[config.mk]
export PLATFORM = sky130hd
export DESIGN_NAME = inst_rom_arbiter
export DESIGN_NICKNAME = d
export VERILOG_FILES = /design/src/rtl/inst_rom_arbiter.sv
export SDC_FILE = /design/constraint.sdc
export NUM_CORES = 1
export LEC_CHECK = 0
export ABC_AREA = 1
export BUFFER_PORTS_ARGS = -buffer_cell sky130_fd_sc_hd__buf_2
export CAP_MARGIN = 20
export CORE_UTILIZATION = 47
export CTS_CLUSTER_SIZE = 30
export DETAILED_ROUTE_END_ITERATION = 8
export PLACE_DENSITY = 0.84
export SYNTH_ARGS = -nofsm -noshare
export SYNTH_HDL_FRONTEND = slang
export SYNTH_SLANG_ARGS = --single-unit
[constraint.sdc]
create_clock -name clk -period 1.8 [get_ports clk]
set_input_delay 0.27 -clock clk [delete_from_list [all_inputs] [get_ports clk]]
set_output_delay 0.27 -clock clk [all_outputs]
set_load 0.005 [all_outputs]
[src/rtl/inst_rom_arbiter.sv]
// Instruction ROM arbiter: shares one ROM between the CPU fetch port and a debug read port.
// CPU has priority, and a run counter guarantees that a waiting DBG request is served.
module inst_rom_arbiter #(
  parameter int unsigned ADDR_W      = 32,
  parameter int unsigned DATA_W      = 32,
  parameter int unsigned MAX_CPU_RUN = 8
) (
  input  logic              clk,
  input  logic              rst,
  input  logic              cpu_req_i,
  input  logic [ADDR_W-1:0] cpu_addr_i,
  output logic              cpu_gnt_o,
  output logic              cpu_rvalid_o,
  output logic [DATA_W-1:0] cpu_rdata_o,
  input  logic              dbg_req_i,
  input  logic [ADDR_W-1:0] dbg_addr_i,
  output logic              dbg_gnt_o,
  output logic              dbg_rvalid_o,
  output logic [DATA_W-1:0] dbg_rdata_o,
  output logic              rom_ce_o,
  output logic [ADDR_W-1:0] rom_addr_o,
  input  logic [DATA_W-1:0] rom_data_i
);

  localparam int unsigned CNT_W = $clog2(MAX_CPU_RUN) + 1;

  typedef enum logic [1:0] {
    OWN_NONE = 2'd0,
    OWN_CPU  = 2'd1,
    OWN_DBG  = 2'd2
  } owner_e;

  logic [CNT_W-1:0]  run_cnt_q, run_cnt_d;
  logic              rom_ce_q, rom_ce_d;
  logic [ADDR_W-1:0] rom_addr_q, rom_addr_d;
  owner_e            owner1_q, owner1_d;
  logic              cpu_rvalid_q, cpu_rvalid_d;
  logic              dbg_rvalid_q, dbg_rvalid_d;
  logic [DATA_W-1:0] cpu_rdata_q, cpu_rdata_d;
  logic [DATA_W-1:0] dbg_rdata_q, dbg_rdata_d;

  logic dbg_first_c;
  logic cpu_gnt_c;
  logic dbg_gnt_c;

  // Grant: CPU wins unless DBG has waited MAX_CPU_RUN CPU grants; nothing granted in reset
  always_comb begin
    dbg_first_c = dbg_req_i && (run_cnt_q >= CNT_W'(MAX_CPU_RUN));
    cpu_gnt_c   = rst && cpu_req_i && !dbg_first_c;
    dbg_gnt_c   = rst && dbg_req_i && !cpu_gnt_c;
  end

  // Run counter, stage 1 (ROM address) and stage 2 (response capture)
  always_comb begin
    run_cnt_d    = run_cnt_q;
    rom_ce_d     = 1'b0;
    rom_addr_d   = '0;
    owner1_d     = OWN_NONE;
    cpu_rvalid_d = 1'b0;
    dbg_rvalid_d = 1'b0;
    cpu_rdata_d  = cpu_rdata_q;
    dbg_rdata_d  = dbg_rdata_q;

    if (!dbg_req_i || dbg_gnt_c) begin
      run_cnt_d = '0;
    end else if (cpu_gnt_c && (run_cnt_q < CNT_W'(MAX_CPU_RUN))) begin
      run_cnt_d = run_cnt_q + CNT_W'(1);
    end

    if (cpu_gnt_c) begin
      rom_ce_d   = 1'b1;
      rom_addr_d = cpu_addr_i;
      owner1_d   = OWN_CPU;
    end else if (dbg_gnt_c) begin
      rom_ce_d   = 1'b1;
      rom_addr_d = dbg_addr_i;
      owner1_d   = OWN_DBG;
    end

    if (owner1_q == OWN_CPU) begin
      cpu_rvalid_d = 1'b1;
      cpu_rdata_d  = rom_data_i;
    end else if (owner1_q == OWN_DBG) begin
      dbg_rvalid_d = 1'b1;
      dbg_rdata_d  = rom_data_i;
    end
  end

  always_ff @(posedge clk) begin
    if (!rst) begin
      run_cnt_q    <= '0;
      rom_ce_q     <= 1'b0;
      rom_addr_q   <= '0;
      owner1_q     <= OWN_NONE;
      cpu_rvalid_q <= 1'b0;
      dbg_rvalid_q <= 1'b0;
      cpu_rdata_q  <= '0;
      dbg_rdata_q  <= '0;
    end else begin
      run_cnt_q    <= run_cnt_d;
      rom_ce_q     <= rom_ce_d;
      rom_addr_q   <= rom_addr_d;
      owner1_q     <= owner1_d;
      cpu_rvalid_q <= cpu_rvalid_d;
      dbg_rvalid_q <= dbg_rvalid_d;
      cpu_rdata_q  <= cpu_rdata_d;
      dbg_rdata_q  <= dbg_rdata_d;
    end
  end

  assign cpu_gnt_o    = cpu_gnt_c;
  assign dbg_gnt_o    = dbg_gnt_c;
  assign rom_ce_o     = rom_ce_q;
  assign rom_addr_o   = rom_addr_q;
  assign cpu_rvalid_o = cpu_rvalid_q;
  assign cpu_rdata_o  = cpu_rdata_q;
  assign dbg_rvalid_o = dbg_rvalid_q;
  assign dbg_rdata_o  = dbg_rdata_q;

endmodule
==> summary.md, run 1 <==
| Metric | Value |
|---|---|
| I/O pin total | `201` |
| Initial drt markers | `122` |
| Crit path max-delay cell type | `dfxtp_1` |
| Area leader, netlist | `dfxtp_1` |
| Synth Warn # | `0` |
| Via-per-instance ratio | `4.80` |
| FMAX | `0.662 GHz` |
| Vias in the first global route | `3440` |
| Cts hold-fix bufs | `0` |
| Final Non-Filler Cells | `749` |
| Startpoint type of the worst setup path | `register` |
| Worst EP required | `1.53 ns` |
| Top cells by area, synth | `dfxtp_1 58%, nand2_1 17%, nor2_1 7.3%` |
| Total GRT Usage | `24.5%` |
| P_leak | `2.65 nW` |
| Post-DP HPWL | `7240 µm` |
| Avg Inst Size Synth | `8.02 µm²` |
| Vias | `3594` |
| TritonCTS buffer count | `9` |
| Fraction of layout cells with a size suffix above 1 | `34.8%` |
| Unique masters post-synth | `17` |
| Final setup vio count | `0` |
| Design area | `4820 µm²` |
| DP Area | `4670 µm²` |
| Total gr overflow | `0` |
| Slew Viols, Final | `0` |
| CTS sink cnt | `105` |
| First-pass GRT wire length | `15900 µm` |
| Hold/Removal Path Class | `primary input to register` |
| Crit path max fanout | `13` |
| Maxcap violations | `0` |
| Status | `finished clean` |
| Mapped Area | `3640 µm²` |
| DRT antenna net count | `0` |
| Post-synthesis register bit count | `105` |
| Routability congestion estimate | `0.891` |
| Power Density | `891 nW/µm²` |
| Type of element capturing the critical path | `output port` |
| Drc violations | `0` |
| H-Tree Depth | `3` |
| Initial Utilization | `49.4%` |
| Rows | `31` |
| Sequential share of the synthesized area | `57.7%` |
| Worst-Margin Slew | `0.528 ns` |
| Clock buffer depth | `2` |
| Min cycle time layout | `1.51 ns` |
| DP Cell Count | `736` |
| Final Cycle Share | `83.9%` |
| Tot Pwr | `4.30 mW` |
| Register area | `2100 µm²` |
| Post-Syn Instances | `454` |
| CTS tree | `built` |
| Max VDD drop | `0.444 mV` |
| Setup total negative slack | `0 ns` |
| Endpoints failing hold | `0` |
| FILL cells | `661` |
| Largest net degree at the start of global routing | `34` |
| Final core utilization | `65.5%` |
| Post-CTS setup buffers | `0` |
| Top cell family by delay on the critical path | `flip-flops` |
| Chip Width | `90.0 µm` |
| Port buffer count | `200` |
| Initial antenna violation count | `0` |
| Fin nets | `750` |
| Pre-Repair DR Iteration Count | `4` |
| Area of the die | `8110 µm²` |
| Syn Nets | `556` |
| Routed WL per cell | `12.9 µm` |
| Yosys top cell area share | `57.7%` |
| Cts repair resizes | `0` |
| Die H | `90.0 µm` |
| Clock Skew | `0.00751 ns` |
| Max stage delay on crit path | `0.37 ns` |
| Area of the multi-input gates | `1320 µm²` |
| ANT cells | `0` |
| Core area | `7370 µm²` |
| Headroom to the max-slew limit | `64.7%` |
| Kind of critical path | `register to output port` |
| Clk pin slew, worst setup/hold paths | `0.09 ns` |
| Critical path arrival | `1.24 ns` |
| Reg-to-reg slack, setup | `0.44 ns` |
| CTS Root Cell | `clkbuf_8` |
| Area Growth Syn to Fin | `32.5%` |
| Total length of routed wires | `9650 µm` |
| Buf/Inv on CP | `1` |
| Clock latency on the worst-skew pair | `0.35 ns` |
| Crit-path cells | `a21oi_4, nor2_1, buf_2` |
| RSZ-0062 raised after global routing | `false` |
cell usage in the layout (no fill, tap or decap):
| cell | netlist | final |
|---|---|---|
| clkbuf_8 | 0 | 10 |
| a21oi_4 | 2 | 2 |
| nand2_1 | 169 | 169 |
| inv_2 | 2 | 2 |
| nand3_1 | 35 | 35 |
| a21oi_1 | 1 | 1 |
| buf_12 | 0 | 2 |
| buf_4 | 3 | 5 |
| inv_1 | 9 | 9 |
| clkinv_2 | 0 | 1 |
| clkinvlp_4 | 0 | 2 |
| buf_2 | 6 | 200 |
| nor2_4 | 1 | 1 |
| ha_1 | 2 | 2 |
| dfxtp_1 | 105 | 105 |
| o21ai_0 | 32 | 32 |
| nor2_1 | 71 | 71 |
| nand2_4 | 1 | 1 |
power by group:
group / internal (mW) / switching, mW / total [mW]
clock network: 0.516 / 0.728 / 1.24
logic: 0.252 / 0.292 / 0.544
registers: 2.46 / 0.0536 / 2.51
total: 3.22 / 1.07 / 4.30
synth_stat cells, drive strengths merged:
master	number
inv	11
dfxtp	105
nand2	170
nor2	72
a21oi	3
ha	2
nand3	35
o21ai	32
buf	18
clkbuf	6
sequential cells by signal, summed over array words and instances, names as in the netlist:
name / count
cpu_rvalid_o: 1
dbg_rdata_o: 32
rom_addr_o: 32
rom_ce_o: 1
run_cnt_q: 4
cpu_rdata_o: 32
owner1_q: 2
dbg_rvalid_o: 1
per-layer routing:
metal / vias to the layer above / GRT usage [%] / part of all wire (%)
met5: - / 0 / 0
met4: 0 / 9.95 / 1.7
met3: 13 / 5.25 / 6.8
met2: 144 / 44.9 / 51
met1: 1643 / 27.4 / 40
li1: 1794 / - / -
layout make-up:
type | count | share of cell area (%)
clock buffers | 10 | 2.85
clock inverters | 3 | 0.415
inverters | 11 | 0.856
multi-input cells | 314 | 27.4
flip-flops and latches | 105 | 43.6
well taps | 99 | 2.57
repair buffers | 207 | 22.4
per-stage QoR:
stage | hold WS [ns] | setup slack (ns)
floorplan | 0.363 | 0.762
global placement | 0.422 | 0.425
detailed placement | 0.426 | 0.344
CTS | 0.0920 | 0.277
global route | 0.0963 | 0.208
finish | 0.103 | 0.290
tightest hold or removal path: cells and delay by family:
family | cells | cell delay, ns
buffers and inverters | 1 | 0.07
and+or+nand+nor | 2 | 0.09
cells by family (layout without fill, tap and decap cells):
group | Yosys count | count (layout) | synth area share, %
AOI/OAI and AO/OA | 35 | 35 | 5.43
adders and majority gates | 2 | 2 | 0.687
buffers and inverters | 35 | 231 | 6.01
DFF | 105 | 105 | 57.7
and+or+nand+nor | 277 | 277 | 30.2
path summary, 6_finish.rpt:
check / from / endpoint / cells after the start
worst max-delay path: run_cnt_q[3] / dbg_gnt_o / 3
worst min-delay path: cpu_addr_i[19] / rom_addr_o[19] / 3
worst max register to register: owner1_q[0] / dbg_rdata_o[2] / 6
worst min register to register: cpu_rdata_o[5] / cpu_rdata_o[5] / 2
Power figures use the tool's default switching activity.
==> run 2, diff against run 1 <==
- ABC_AREA: 1 -> 0
- CORE_UTILIZATION: 47 -> 43
- PLACE_DENSITY: 0.84 -> 0.78
- clock period: 1.8 -> 1.45 ns (I/O delays scaled with it)
==> run 2 against run 1 <==
Compared with the run above:
- highest routed layer unchanged
- combinational power is 8.6% higher
- flip-flop and latch count stayed put
- global-route usage is 4.4 points lower
- area after synthesis is 2.9% lower
- critical path type unchanged
- largest cell class unchanged
- sequential power is 22% higher
- first-iteration DRC count is 65% lower
- sequential share of layout area is 0.31 points lower
- largest power group unchanged
- critical path depth stayed put
- core utilization is 3.5 points lower
- final cell count is 16% lower
- clock skew is 0.0035 ns higher
- power is 23% higher
==> summary.md, run 2 <==
| Metric | Value |
|---|---|
| Status | `finished clean` |
| Hold Path Origin | `dbg_addr_i[21]` |
| Syn Nets | `418 (-25%)` |
| RSZ-0062 raised after global routing | `false` |
| Most common cell after layout, fill and taps aside | `buf_2` |
| Routability congestion estimate | `0.785 (-12%)` |
| Total length of routed wires | `8920 µm (-7.6%)` |
| Post-DP HPWL | `6430 µm (-11%)` |
| Final core utilization | `62.0% (-3.5 points)` |
| Vias | `3043 (-15%)` |
| CTS Root Cell | `clkbuf_8` |
| Post-Syn Instances | `316 (-30%)` |
| Tot Pwr | `5.31 mW (+23%)` |
| Final setup vio count | `0 (unchanged)` |
| Worst EP required | `1.23 ns (-0.30 ns)` |
| Drc violations | `0 (unchanged)` |
| Unique masters post-synth | `24 (+7)` |
| Clock Skew | `0.0110 ns (+0.00350 ns)` |
| Initial drt markers | `43 (-65%)` |
| Area leader, netlist | `dfxtp_1` |
| Met1 WL | `3470 µm (-10%)` |
| Max VDD drop | `0.529 mV (+19%)` |
| Reg-to-reg slack, setup | `0.19 ns (-0.25 ns)` |
| Crit path max-delay cell type | `dfxtp_2` |
| Most frequent cells in the layout | `200 x buf_2, 104 x dfxtp_1, 64 x nand2_1, 61 x a22o_1, 32 x a21boi_0` |
| Area of the die | `8600 µm² (+6.0%)` |
| Crit path max fanout | `4 (-9)` |
| FMAX | `0.726 GHz` |
| Max stage delay on crit path | `0.39 ns (+0.02 ns)` |
| TritonCTS buffer count | `9 (unchanged)` |
| Dpl ws | `-0.0263 ns (-0.370 ns)` |
| Die H | `92.7 µm (+3.0%)` |
| CTS sink cnt | `105 (unchanged)` |
| Headroom to the max-slew limit | `62.1% (-2.6 points)` |
| Slew Viols, Final | `0 (unchanged)` |
| CTS tree | `built` |
| Ys flop type | `dfxtp_1` |
| Yosys top cell area share | `59.4% (+1.7 points)` |
| Power Density | `1090 nW/µm² (+22%)` |
| Area Growth Syn to Fin | `37.4%` |
| Synth Warn # | `0 (unchanged)` |
| Hold depth | `2 (-1)` |
| Hold/Removal Path Class | `primary input to register` |
| I/O pin total | `201 (unchanged)` |
| Async SR Flop Fraction | `0% (unchanged)` |
| Total GRT Usage | `20.1% (-4.4 points)` |
| Fraction of layout cells with a size suffix above 1 | `46.3% (+12 points)` |
| Post-synthesis register bit count | `105 (unchanged)` |
| P_leak | `2.40 nW (-9.6%)` |
| Final Non-Filler Cells | `629 (-16%)` |
| Sequential share of the synthesized area | `59.4% (+1.7 points)` |
| Type of element capturing the critical path | `output port` |
| DR WL met3 | `558 µm (-15%)` |
| Worst R2R End | `cpu_rdata_o[21]` |
| Clk pin slew, worst setup/hold paths | `0.09 ns (about the same)` |
| Critical path arrival | `1.16 ns (-0.08 ns)` |
| Avg Inst Size Synth | `11.2 µm² (+40%)` |
| Top cells by area, synth | `dfxtp_1 59%, a22o_1 15%, a21boi_0 6.8%` |
| Initial Utilization | `45.1% (-4.3 points)` |
| Maxcap violations | `0 (unchanged)` |
| H-Tree Depth | `3 (unchanged)` |
| Startpoint type of the worst setup path | `register` |
| Highest Signal Layer | `met4` |
| Port buffer count | `200 (unchanged)` |
| Kind of critical path | `register to output port` |
| First-pass GRT wire length | `13400 µm (-15%)` |
| Rows | `32 (+3.2%)` |
| Most common cell in the netlist | `dfxtp_1` |
| Crit-path cells | `inv_1, a21oi_4, buf_2` |
| Min cycle time layout | `1.38 ns` |
| Endpoints failing hold | `0 (unchanged)` |
| Worst-Margin Slew | `0.566 ns (+0.0383 ns)` |
| Via-per-instance ratio | `4.84 (+0.82%)` |
| Chip Width | `92.7 µm (+3.0%)` |
| Number of synthesized flops with an enable pin | `0 (unchanged)` |
| DP Cell Count | `605 (-18%)` |
| ANT cells | `0 (unchanged)` |
| Setup total negative slack | `0 ns (unchanged)` |
| Vias in the first global route | `2881 (-16%)` |
| Largest net degree at the start of global routing | `34 (unchanged)` |
| Core area | `7850 µm² (+6.5%)` |
| Commonest cells in the netlist | `105 x dfxtp_1, 64 x nand2_1, 61 x a22o_1, 32 x a21boi_0, 13 x buf_6` |
| Clock latency on the worst-skew pair | `0.35 ns (about the same)` |
| Final Cycle Share | `95.0%` |
| Hold endpoint | `rom_addr_o[21]` |
| FF-to-FF Start | `owner1_q[1]` |
| Fin nets | `624 (-17%)` |
| Clock buffer depth | `2 (unchanged)` |
| Initial antenna violation count | `0 (unchanged)` |
| Routed WL per cell | `14.2 µm (+10%)` |
| R2r worst-path depth | `3 (-3)` |
| Mapped Area | `3540 µm² (-2.9%)` |
| DRT antenna net count | `0 (unchanged)` |
| Fin worst setup slack | `0.0732 ns (-0.217 ns)` |
| WL met2 | `4780 µm (-3.5%)` |
| Pre-Repair DR Iteration Count | `4 (unchanged)` |
| Total gr overflow | `0 (unchanged)` |
| FILL cells | `679 (+2.7%)` |
[run 2: changes by cell type after synthesis, sizes merged, moves of 32 or more]
cell	change
o21ai	-32
a22o	+64
a21boi	+33
nand2	-104
nor2	-68
nand3	-34
[run 2: logic make-up after synthesis]
family / after synthesis / share of synthesized area, %
buffers and inverters: 29 / 6.19
adders and majority gates: 2 / 0.707
and+or+nand+nor: 77 / 8.77
AOI/OAI and AO/OA: 102 / 24.7
xor gates and xnor gates: 1 / 0.248
DFF: 105 / 59.4
[run 2: layout make-up]
type | count | area (µm²) | share of cell area (%)
Timing Repair Buffer | 218 | 1190 | 24.5
Tap cell | 102 | 128 | 2.62
Sequential cell | 105 | 2100 | 43.3
Inverter | 5 | 18.8 | 0.386
Multi-Input combinational cell | 183 | 1240 | 25.5
Clock inverter | 4 | 27.5 | 0.566
Clock buffer | 12 | 155 | 3.19
[run 2: repair_timing]
item	CTS	global route
resized for setup	2	0
pin swaps	2	1
gates cloned	1	1
hold buffers	0	0
endpoints found under the setup margin	33	1
buffers inserted	1	5
[run 2: stage by stage]
| stage | instance area [µm²] | hold WS (ns) |
|---|---|---|
| after CTS | 4800 | 0.0487 |
| after detailed placement | 4590 | 0.428 |
| after floorplan | 3540 | 0.312 |
| after global placement | 4590 | 0.428 |
| after global routing | 4860 | 0.0496 |
| final | 4860 | 0.0732 |
[run 2: how the worst max path moves through the flow]
stage	from	end	slack, ns	cells past startpoint
finish	run_cnt_q[3]	dbg_gnt_o	0.07	3
global route	run_cnt_q[3]	dbg_gnt_o	0.002	3
CTS	run_cnt_q[3]	cpu_gnt_o	0.03	3
detailed placement	owner1_q[1]	cpu_rdata_o[19]	-0.03	3
global placement	owner1_q[1]	cpu_rdata_o[8]	0.03	3
floorplan	owner1_q[1]	cpu_rdata_o[0]	0.34	5
[run 2: critical path: cells and delay by family (launching register included)]
family	cells	cell delay (ns)
AOI/OAI and AO/OA	1	0.19
DFF	1	0.39
buffers and inverters	2	0.24
[run 2: metal layers]
layer  GRT usage, %  vias up
met2           38.2      126
met5              0        -
li1               -     1511
met4           7.69        0
met3           4.84        8
met1           21.3     1398
[run 2: where the power goes]
group / leakage (nW) / internal [mW] / switching [mW]
registers: 0.860 / 3.01 / 0.0540
logic: 1.44 / 0.324 / 0.267
clock network: 0.0963 / 0.721 / 0.926
total: 2.40 / 4.06 / 1.25
==> run 3, diff against run 2 <==
- CORE_UTILIZATION: 43 -> 45
- CTS_BUF_LIST: unset -> sky130_fd_sc_hd__clkbuf_2 sky130_fd_sc_hd__clkbuf_4 sky130_fd_sc_hd__clkbuf_8
- PLACE_DENSITY: 0.78 -> 0.82
- TNS_END_PERCENT: unset -> 50
==> run 3 against run 2 <==
Compared with the run above:
- clock power is 5% higher
- die area is 4.3% lower
- clock skew is 0.00079 ns higher
- worst hold slack worse by 0.0073 ns
- power is 1.5% higher
- maximum frequency is 1.9% lower
- setup slack worse by 0.026 ns
- routed wire length is 0.38% higher
- first-iteration DRC count is 120% higher
- register-to-register slack worse by 0.04 ns
- flip-flop and latch count stayed put
- critical endpoint is now cpu_gnt_o
- largest power group unchanged
==> summary.md, run 3 (synthesis results as in run 2) <==
| Metric | Value |
|---|---|
| I/O pin total | `201 (unchanged)` |
| Clock latency on the worst-skew pair | `0.36 ns (about the same)` |
| Final Cycle Share | `96.8% (+1.8 points)` |
| Dpl ws | `-0.00506 ns (+0.0213 ns)` |
| Clock power frac | `32.2% (+1.2 points)` |
| Type of element capturing the critical path | `output port` |
| H-Tree Depth | `3 (unchanged)` |
| CP endpoint | `cpu_gnt_o` |
| Fin worst setup slack | `0.0469 ns (-0.0263 ns)` |
| Endpoints failing hold | `0 (unchanged)` |
| Status | `finished clean` |
| Routability congestion estimate | `0.782 (-0.38%)` |
| First-pass GRT wire length | `13700 µm (+2.2%)` |
| Reg-to-reg slack, setup | `0.15 ns (-0.04 ns)` |
| Crit path max-delay cell type | `dfxtp_4` |
| CTS tree | `built` |
| Clk pin slew, worst setup/hold paths | `0.09 ns (about the same)` |
| Most frequent cells in the layout | `199 x buf_2, 104 x dfxtp_1, 64 x nand2_1, 61 x a22o_1, 32 x a21boi_0` |
| FMAX | `0.713 GHz (-1.9%)` |
| Initial drt markers | `93 (+120%)` |
| Kind of critical path | `register to output port` |
| CTS Root Cell | `clkbuf_8` |
| Reg power frac | `56.9% (-0.9 points)` |
| Area of the die | `8220 µm² (-4.3%)` |
| Final setup vio count | `0 (unchanged)` |
| Critical path startpoint | `run_cnt_q[3]` |
| Fraction of layout cells with a size suffix above 1 | `46.4% (+0.074 points)` |
| Vias | `3114 (+2.3%)` |
| Via-per-instance ratio | `5.00 (+3.3%)` |
| DP Area | `4580 µm² (-0.19%)` |
| FF-to-FF Start | `owner1_q[0]` |
| Max stage delay on crit path | `0.37 ns (-0.02 ns)` |
| Post-DP HPWL | `6590 µm (+2.4%)` |
| Design area | `4850 µm² (-0.33%)` |
| Headroom to the max-slew limit | `64.3% (+2.2 points)` |
| Initial antenna violation count | `0 (unchanged)` |
| ANT cells | `0 (unchanged)` |
| RSZ-0062 raised after global routing | `false` |
| Max VDD drop | `0.554 mV (+4.6%)` |
| Routed WL per cell | `14.4 µm (+1.3%)` |
| Clock buffer depth | `2 (unchanged)` |
| Worst EP required | `1.23 ns (about the same)` |
| Worst-Margin Slew | `0.534 ns (-0.0323 ns)` |
| Final core utilization | `65.4% (+3.5 points)` |
| R2r worst-path depth | `4 (+1)` |
| Clock Skew | `0.0118 ns (+0.000794 ns)` |
| Chip Width | `90.7 µm (-2.2%)` |
| P_leak | `2.38 nW (-0.99%)` |
| Port buffer count | `200 (unchanged)` |
| Maxcap violations | `0 (unchanged)` |
| Initial Utilization | `47.8% (+2.7 points)` |
| Most common cell after layout, fill and taps aside | `buf_2` |
| WHS | `0.0659 ns (-0.00730 ns)` |
| Min cycle time layout | `1.40 ns (+0.0263 ns)` |
| Drc violations | `0 (unchanged)` |
| DRT antenna net count | `0 (unchanged)` |
| Total GRT Usage | `21.2% (+1.0 points)` |
| Hold/Removal Path Class | `primary input to register` |
| Crit path max fanout | `17 (+13)` |
| Total gr overflow | `0 (unchanged)` |
| Die H | `90.7 µm (-2.2%)` |
| Startpoint type of the worst setup path | `register` |
| Crit-path cells | `a21oi_4, buf_12, buf_6` |
| Power Density | `1110 nW/µm² (+1.9%)` |
| Area Growth Syn to Fin | `37.0%` |
| TritonCTS buffer count | `9 (unchanged)` |
| Internal | `4.14 mW (+1.9%)` |
| Switch Pwr | `1.25 mW (+0.33%)` |
| CTS sink cnt | `105 (unchanged)` |
| Core area | `7410 µm² (-5.6%)` |
| Worst R2R End | `dbg_rdata_o[29]` |
| Vias in the first global route | `2881 (unchanged)` |
| Pre-Repair DR Iteration Count | `4 (unchanged)` |
| Net Sw Frac | `23.2% (-0.28 points)` |
| Largest net degree at the start of global routing | `34 (unchanged)` |
| Rows | `31 (-3.1%)` |
| Slew Viols, Final | `0 (unchanged)` |
| Critical path arrival | `1.19 ns (+0.03 ns)` |
| Fin nets | `622 (-0.32%)` |
| Combinational power share | `10.9% (-0.2 points)` |
| Total length of routed wires | `8950 µm (+0.38%)` |
| FILL cells | `633 (-6.8%)` |
[run 3: changes by cell type in the layout (fill, tap and decap cells not counted), sizes merged]
cell      change
clkinv        -3
clkinvlp      +3
buf           -2
clkbuf        -2
bufinv        +1
[run 3: layout make-up]
cell class / count / area, µm² / area share, %
timing repair buffer: 216 / 1170 / 24.1
clock buffer: 10 / 131 / 2.71
clock inverter: 5 / 57.6 / 1.19
multi-input combinational: 183 / 1240 / 25.6
inverter: 5 / 18.8 / 0.387
tap: 99 / 124 / 2.56
sequential: 105 / 2110 / 43.5
[run 3: what timing repair did]
action / 4_1_cts / 5_1_grt
resized for setup: 2 / 3
pin swaps: 1 / 2
setup endpoints to repair: 4 / 2
hold buffers: 0 / 0
buffers inserted: 0 / 3
cloned: 1 / 1
[run 3: through the flow]
step	power (mW)	instances	TNS (ns)
after floorplan	3.38	316	0
final	5.39	623	0
after global routing	5.63	623	0
after detailed placement	3.70	603	-0.00903
after CTS	5.42	619	-0.00222
after global placement	3.68	603	0
[run 3: worst max-delay path, delay by kind of cell (launching register included)]
family                 cells  cell delay (ns)
flip-flops                 1             0.37
buffers and inverters      2             0.27
AO/OA/AOI/OAI              1             0.19
[run 3: routing by layer]
metal / global-route usage [%] / share of wire (%)
met3: 5.05 / 7.4
met5: 0 / 0
met1: 23.1 / 38
met4: 9.41 / 2.4
met2: 38.5 / 52
[run 3: worst min path at each step]
stage | startpoint | to | slack (ns) | cells after the start
finish | dbg_addr_i[14] | rom_addr_o[14] | 0.07 | 2
detailed placement | dbg_addr_i[14] | rom_addr_o[14] | 0.43 | 2
global route | dbg_addr_i[14] | rom_addr_o[14] | 0.05 | 2
floorplan | dbg_req_i | owner1_q[0] | 0.31 | 1
CTS | dbg_addr_i[14] | rom_addr_o[14] | 0.05 | 2
global placement | dbg_addr_i[5] | rom_addr_o[5] | 0.43 | 2
[run 3: power by group through the flow]
stage	combinational, mW	clock [mW]	sequential, mW
finish	0.587	1.74	3.06
global route	0.641	1.90	3.08
CTS	0.579	1.78	3.07
detailed placement	0.569	0	3.13
global placement	0.552	0	3.13
floorplan	0.237	0	3.15
